--- src/rtl/max7219_pkg.sv ---
// ============================================================================
// max7219_pkg: MAX7219 register map, frame width and transmitter state type
// Rev 1.0
// ============================================================================
`default_nettype none

package max7219_pkg;

    localparam int FRAME_BITS = 16;

    localparam logic [3:0] NOOP         = 4'h0;
    localparam logic [3:0] DIGIT0       = 4'h1;
    localparam logic [3:0] DIGIT1       = 4'h2;
    localparam logic [3:0] DIGIT2       = 4'h3;
    localparam logic [3:0] DIGIT3       = 4'h4;
    localparam logic [3:0] DIGIT4       = 4'h5;
    localparam logic [3:0] DIGIT5       = 4'h6;
    localparam logic [3:0] DIGIT6       = 4'h7;
    localparam logic [3:0] DIGIT7       = 4'h8;
    localparam logic [3:0] DECODE_MODE  = 4'h9;
    localparam logic [3:0] INTENSITY    = 4'hA;
    localparam logic [3:0] SCAN_LIMIT   = 4'hB;
    localparam logic [3:0] SHUTDOWN     = 4'hC;
    localparam logic [3:0] DISPLAY_TEST = 4'hF;

    typedef enum logic [1:0] {
        ST_IDLE  = 2'd0,
        ST_SHIFT = 2'd1,
        ST_LATCH = 2'd2,
        ST_GAP   = 2'd3
    } tx_state_t;

    function automatic logic [FRAME_BITS-1:0] make_frame(input logic [3:0] addr,
                                                         input logic [7:0] value);
        return {4'h0, addr, value};
    endfunction

endpackage

`default_nettype wire

--- src/rtl/max7219_sclk_div.sv ---
// ============================================================================
// max7219_sclk_div: half-period strobe generator for the MAX7219 serial clock
// Rev 1.0
// ============================================================================
`default_nettype none

module max7219_sclk_div #(
    parameter int CLK_DIV = 2
) (
    input  logic clk,
    input  logic rst_n,
    input  logic en,
    output logic strobe,
    output logic pre_strobe
);

    localparam int              CNT_W = $clog2(CLK_DIV + 1);
    localparam logic [CNT_W-1:0] LAST = CNT_W'(CLK_DIV - 1);

    logic [CNT_W-1:0] cnt;

    // strobe marks the last clk cycle of each half period
    assign strobe = en && (cnt == LAST);

    always_ff @(posedge clk or negedge rst_n) begin
        if (!rst_n) begin
            cnt <= '0;
        end else if (!en || strobe) begin
            cnt <= '0;
        end else begin
            cnt <= cnt + 1'b1;
        end
    end

    // pre_strobe: the following cycle will strobe if the divider stays enabled
    if (CLK_DIV == 1) begin : g_single
        assign pre_strobe = en;
    end else begin : g_multi
        localparam logic [CNT_W-1:0] PRE = CNT_W'(CLK_DIV - 2);
        assign pre_strobe = en && (cnt == PRE);
    end

endmodule

`default_nettype wire

--- src/rtl/max7219_serial_tx.sv ---
// ============================================================================
// max7219_serial_tx: shifts a 16-bit register-write frame out MSB first on
// DIN/CLK, then pulses LOAD so the MAX7219 latches it.  Rev 1.0
// ============================================================================
`default_nettype none

module max7219_serial_tx
    import max7219_pkg::*;
#(
    parameter int CLK_DIV   = 2,
    parameter int LOAD_HOLD = 2
) (
    input  logic        i_clk,
    input  logic        i_reset_n,
    input  logic [15:0] i_data,
    input  logic        i_valid,
    output logic        o_ready,
    output logic        o_busy,
    output logic        o_done,
    output logic        o_serial_dout,
    output logic        o_serial_clk,
    output logic        o_serial_load
);

    localparam int                HOLD_W    = $clog2(LOAD_HOLD + 1);
    localparam logic [HOLD_W-1:0] HOLD_LAST = HOLD_W'(LOAD_HOLD - 1);
    localparam logic [3:0]        BIT_FIRST = 4'(FRAME_BITS - 1);

    tx_state_t             state, state_n;
    logic [FRAME_BITS-1:0] shreg, shreg_n;
    logic [3:0]            bit_cnt, bit_cnt_n;
    logic                  phase_hi, phase_hi_n;
    logic [HOLD_W-1:0]     hold_cnt, hold_cnt_n;
    logic                  sclk, sclk_n;
    logic                  load, load_n;
    logic                  done, done_n;
    logic                  ready, ready_n;
    logic                  busy, busy_n;

    logic                  div_en;
    logic                  strobe;
    logic                  pre_strobe;

    assign div_en = (state != ST_IDLE);

    max7219_sclk_div #(
        .CLK_DIV (CLK_DIV)
    ) u_sclk_div (
        .clk        (i_clk),
        .rst_n      (i_reset_n),
        .en         (div_en),
        .strobe     (strobe),
        .pre_strobe (pre_strobe)
    );

    always_ff @(posedge i_clk or negedge i_reset_n) begin
        if (!i_reset_n) begin
            state    <= ST_IDLE;
            shreg    <= '0;
            bit_cnt  <= '0;
            phase_hi <= 1'b0;
            hold_cnt <= '0;
            sclk     <= 1'b0;
            load     <= 1'b0;
            done     <= 1'b0;
            ready    <= 1'b1;
            busy     <= 1'b0;
        end else begin
            state    <= state_n;
            shreg    <= shreg_n;
            bit_cnt  <= bit_cnt_n;
            phase_hi <= phase_hi_n;
            hold_cnt <= hold_cnt_n;
            sclk     <= sclk_n;
            load     <= load_n;
            done     <= done_n;
            ready    <= ready_n;
            busy     <= busy_n;
        end
    end

    always_comb begin
        state_n    = state;
        shreg_n    = shreg;
        bit_cnt_n  = bit_cnt;
        phase_hi_n = phase_hi;
        hold_cnt_n = hold_cnt;
        sclk_n     = sclk;
        load_n     = load;
        done_n     = 1'b0;
        ready_n    = ready;
        busy_n     = busy;

        case (state)
            ST_IDLE: begin
                if (i_valid) begin
                    state_n    = ST_SHIFT;
                    shreg_n    = i_data;
                    bit_cnt_n  = BIT_FIRST;
                    phase_hi_n = 1'b0;
                    sclk_n     = 1'b0;
                    ready_n    = 1'b0;
                    busy_n     = 1'b1;
                end
            end

            ST_SHIFT: begin
                if (strobe) begin
                    if (!phase_hi) begin
                        phase_hi_n = 1'b1;
                        sclk_n     = 1'b1;
                    end else begin
                        phase_hi_n = 1'b0;
                        sclk_n     = 1'b0;
                        // bit 0 stays on DIN through LATCH, so no final shift
                        if (bit_cnt == 4'd0) begin
                            state_n    = ST_LATCH;
                            load_n     = 1'b1;
                            hold_cnt_n = '0;
                        end else begin
                            bit_cnt_n = bit_cnt - 4'd1;
                            shreg_n   = {shreg[FRAME_BITS-2:0], 1'b0};
                        end
                    end
                end
            end

            ST_LATCH: begin
                if (strobe) begin
                    if (hold_cnt == HOLD_LAST) begin
                        state_n = ST_GAP;
                        load_n  = 1'b0;
                        done_n  = pre_strobe;
                    end else begin
                        hold_cnt_n = hold_cnt + 1'b1;
                    end
                end
            end

            ST_GAP: begin
                if (strobe) begin
                    state_n = ST_IDLE;
                    ready_n = 1'b1;
                    busy_n  = 1'b0;
                end else begin
                    done_n = pre_strobe;
                end
            end

            default: begin
                state_n = ST_IDLE;
            end
        endcase
    end

    assign o_ready       = ready;
    assign o_busy        = busy;
    assign o_done        = done;
    assign o_serial_dout = shreg[FRAME_BITS-1];
    assign o_serial_clk  = sclk;
    assign o_serial_load = load;

endmodule

`default_nettype wire
--- config.mk ---
export PLATFORM = sky130hd
export DESIGN_NAME = max7219_serial_tx
export DESIGN_NICKNAME = d
export VERILOG_FILES = /design/src/rtl/max7219_pkg.sv /design/src/rtl/max7219_sclk_div.sv /design/src/rtl/max7219_serial_tx.sv
export SDC_FILE = /design/constraint.sdc
export NUM_CORES = 1
export LEC_CHECK = 0
export ABC_AREA = 1
export BUFFER_PORTS_ARGS = -buffer_cell sky130_fd_sc_hd__buf_2
export CORE_MARGIN = 4
export CORE_UTILIZATION = 56
export DETAILED_ROUTE_END_ITERATION = 6
export GPL_TIMING_DRIVEN = 0
export PLACE_DENSITY = 0.78
export REMOVE_ABC_BUFFERS = 1
export SLEW_MARGIN = 20
export SYNTH_ARGS = -nofsm -noshare
export SYNTH_HDL_FRONTEND = slang
export SYNTH_SLANG_ARGS = --single-unit
--- constraint.sdc ---
create_clock -name i_clk -period 1.95 [get_ports i_clk]
set_input_delay 0 -clock i_clk [delete_from_list [all_inputs] [get_ports i_clk]]
set_output_delay 0 -clock i_clk [all_outputs]
set_load 0.03 [all_outputs]
==> impl_metrics.json <==
{
  "power_leakage_nw": 1.144,
  "wl_per_cell_um": 12.35,
  "fmax_mhz": 539.4,
  "fin_crit_ps": 1854,
  "gr-usage-all-layers": 0.1875,
  "drive_gt1_frac": 0.2375,
  "yosysMostFrequentCell": "nand2_1",
  "worst_path_largest_cell_delay_ps": 460,
  "post-dp-hpwl_um": 2250,
  "antenna_cells": 0,
  "overflow": 0,
  "place_ws_ps": -212.2,
  "synth_top_cells_by_area": "dfrtp_1 42%, nand2_1 20%, mux2_2 9.4%, ha_1 6.3%, buf_6 4.4%",
  "area_growth_pct": 21.68,
  "drtIter0Drc": 80,
  "cts_max_path_buffers": 2,
  "status": "completed",
  "ys_types": 24,
  "cp-start-kind": "flop",
  "crit_start": "state[0]$_DFFE_PN0P_",
  "ff2ff_setup_slack_ps": 100,
  "hold_violations": 0,
  "fin_ws_ps": 96.06,
  "worstSetupEndpointType": "flop",
  "io-pin-count": 25,
  "synth_edf_count": 0,
  "antenna_found_initial": 0,
  "fillers": 256,
  "tritoncts": "built",
  "cellPowerDensity_nw_per_um2": 1704,
  "fp.dieH_um": 64.53,
  "top_usage_layer": "met2",
  "cts_buffers": 5,
  "design_area_um2": 2177,
  "viasPerCell": 4.934,
  "place_congestion": 0.7984,
  "synthCells": 216,
  "met1_usage": 0.2167,
  "synth_commonest_cells": "93 x nand2_1, 30 x dfrtp_1, 17 x inv_1, 15 x mux2_2, 12 x nand3_1",
  "hold_path_depth": 4,
  "synth_flop_cell": "dfrtp_1",
  "cp_cell_sequence": "inv_1 > ha_1 > inv_2 > nand2_1 > nand2_1 > nand2_2 > inv_2 > nand3_4 > nand2_1 > nand2_1",
  "maxSlewViolCount": 0,
  "root_buffer": "clkbuf_4",
  "die_w_um": 64.53,
  "crit_end": "shreg[11]$_DFFE_PN0P_",
  "grt_pass1_wl_um": 6065,
  "critPathMostFrequentCell": "nand2_1",
  "ys_warn_count": 0,
  "cts_sinks": 31,
  "drc": 0,
  "maxSlewHeadroom": 0.5345,
  "core_region_area_um2": 3053,
  "arrival_ps": 2090,
  "dr.pass1.iters": 4,
  "vias": 1505,
  "rows": 20,
  "setup_viol": 0,
  "worst_slew_pin_slew_ps": 698.2,
  "grt_pass1_vias": 1459,
  "r2r-end": "shreg[11]$_DFFE_PN0P_",
  "grt_use_met3": 0.03813,
  "clkLatencyLatePin_ps": 340,
  "routed_wl_um": 3767,
  "critical_path_class": "reg2reg",
  "grt_max_degree": 32,
  "r2r_cells": 10,
  "rsz0062_at_grt": "yes",
  "clock_skew_ps": 14.36,
  "nNetsFinal": 288,
  "start_util": 0.5861,
  "worstPathMaxFanout": 20,
  "postPlaceCellArea_um2": 1888,
  "fin_setup_tns_ps": 0,
  "syn_area_um2": 1789,
  "htreeDepth": 2,
  "cap_violations": 0,
  "ant_nets": 0,
  "crit_path_top_delay_cell": "dfrtp_1",
  "ys_ff_latch": 31,
  "fin_crit_sh": 0.9507,
  "r2r_start": "state[0]$_DFFE_PN0P_",
  "irDropWorstVdd_mv": 0.8179,
  "synth_top_area_cell": "dfrtp_1",
  "ys_seq_area_frac": 0.4343,
  "hold_path_class": "in2reg",
  "dieArea_um2": 4163,
  "grt_use_met2": 0.3299,
  "async_flop_share": 1.000,
  "avgSynthCellArea_um2": 8.283,
  "clk_pin_slew_ps": 100,
  "crit_required_ps": 2190,
  "io_buffers": 24,
  "synth_top_area_frac": 0.4196
}
-- routing by layer --
layer | wire [µm] | vias up
met4 | 95 | 0
met5 | 0 | -
li1 | - | 764
met3 | 182 | 12
met2 | 1852 | 43
met1 | 1636 | 686
-- sequential cells by signal, indices dropped and copies added, names as in the netlist --
register,flops
shreg,16
bit_cnt,4
hold_cnt,2
state,2
u_sclk_div.cnt,2
o_busy,1
o_done,1
o_ready,1
o_serial_clk,1
o_serial_load,1
-- what timing repair did --
item	4_1_cts	5_1_grt
gates cloned	0	2
hold buffers	17	0
endpoints found under the setup margin	20	20
pin swaps	0	1
gates resized for setup	1	2
setup buffers	0	1
hold endpoints to repair	47	0
-- cells in the final DEF, fill, tap and decap left out, types with 5 or more instances in the layout --
cell	count
nand3_1	12
buf_2	24
mux2_2	15
ha_1	8
clkbuf_4	5
dfrtp_1	30
dlygate4sd3_1	17
inv_1	17
nor2_1	10
nand2_1	93
-- how the worst min path moves through the flow --
stage | from | endpoint | slack [ps]
6_report | i_data[3] | shreg[3]$_DFFE_PN0P_ | 30
5_1_grt | i_data[3] | shreg[3]$_DFFE_PN0P_ | 30
4_1_cts | i_data[3] | shreg[3]$_DFFE_PN0P_ | 20
3_5_place_dp | i_reset_n | u_sclk_div.cnt[1]$_DFF_PN0_ | 90
3_3_place_gp | i_reset_n | o_busy$_DFFE_PN0P_ | 80
2_1_floorplan | i_reset_n | bit_cnt[0]$_DFFE_PN0P_ | -300
-- critical path: cells and delay by family, from the launching register on --
family / cells / cell delay (ps)
buffers and inverters: 3 / 290
flip-flops: 1 / 460
AND/OR/NAND/NOR: 6 / 780
adder cells (fa/ha/maj): 1 / 230
-- per-stage QoR --
stage	total power, mW	instances	util	hold slack, ps
after floorplan	2.657	209	-	-295.6
after global placement	3.019	277	0.6176	77.35
after detailed placement	3.091	277	0.6184	86.12
after CTS	3.575	302	0.7012	18.77
after global routing	4.069	305	0.7131	30.37
final	3.710	305	0.7131	29.07
-- final cells by class --
| type | count | area (µm²) | area share |
|---|---|---|---|
| Multi-Input combinational cell | 159 | 892.1 | 0.4098 |
| Sequential cell | 31 | 777.0 | 0.3569 |
| Clock inverter | 1 | 7.507 | 0.003448 |
| Tap cell | 44 | 55.05 | 0.02529 |
| Timing Repair Buffer | 42 | 301.5 | 0.1385 |
| Clock buffer | 7 | 65.06 | 0.02989 |
| Inverter | 21 | 78.83 | 0.03621 |
-- cell families (layout without fill, tap and decap cells) --
| family | Yosys count | count (layout) | share of synthesized area |
|---|---|---|---|
| simple gates | 123 | 125 | 0.2853 |
| xor+xnor | 1 | 1 | 0.004896 |
| fa+ha+maj | 9 | 9 | 0.06294 |
| flops | 31 | 31 | 0.4343 |
| buf+inv | 28 | 71 | 0.08811 |
| mux | 15 | 15 | 0.09440 |
| compound gates | 9 | 9 | 0.03007 |
-- power by group --
part | switching, mW | internal, mW | leakage (nW)
clock | 0.228 | 0.211 | 0.0375
combinational | 1.34 | 0.785 | 0.720
sequential | 0.185 | 0.962 | 0.386
Note: power is estimated with default switching activity, not from simulation.
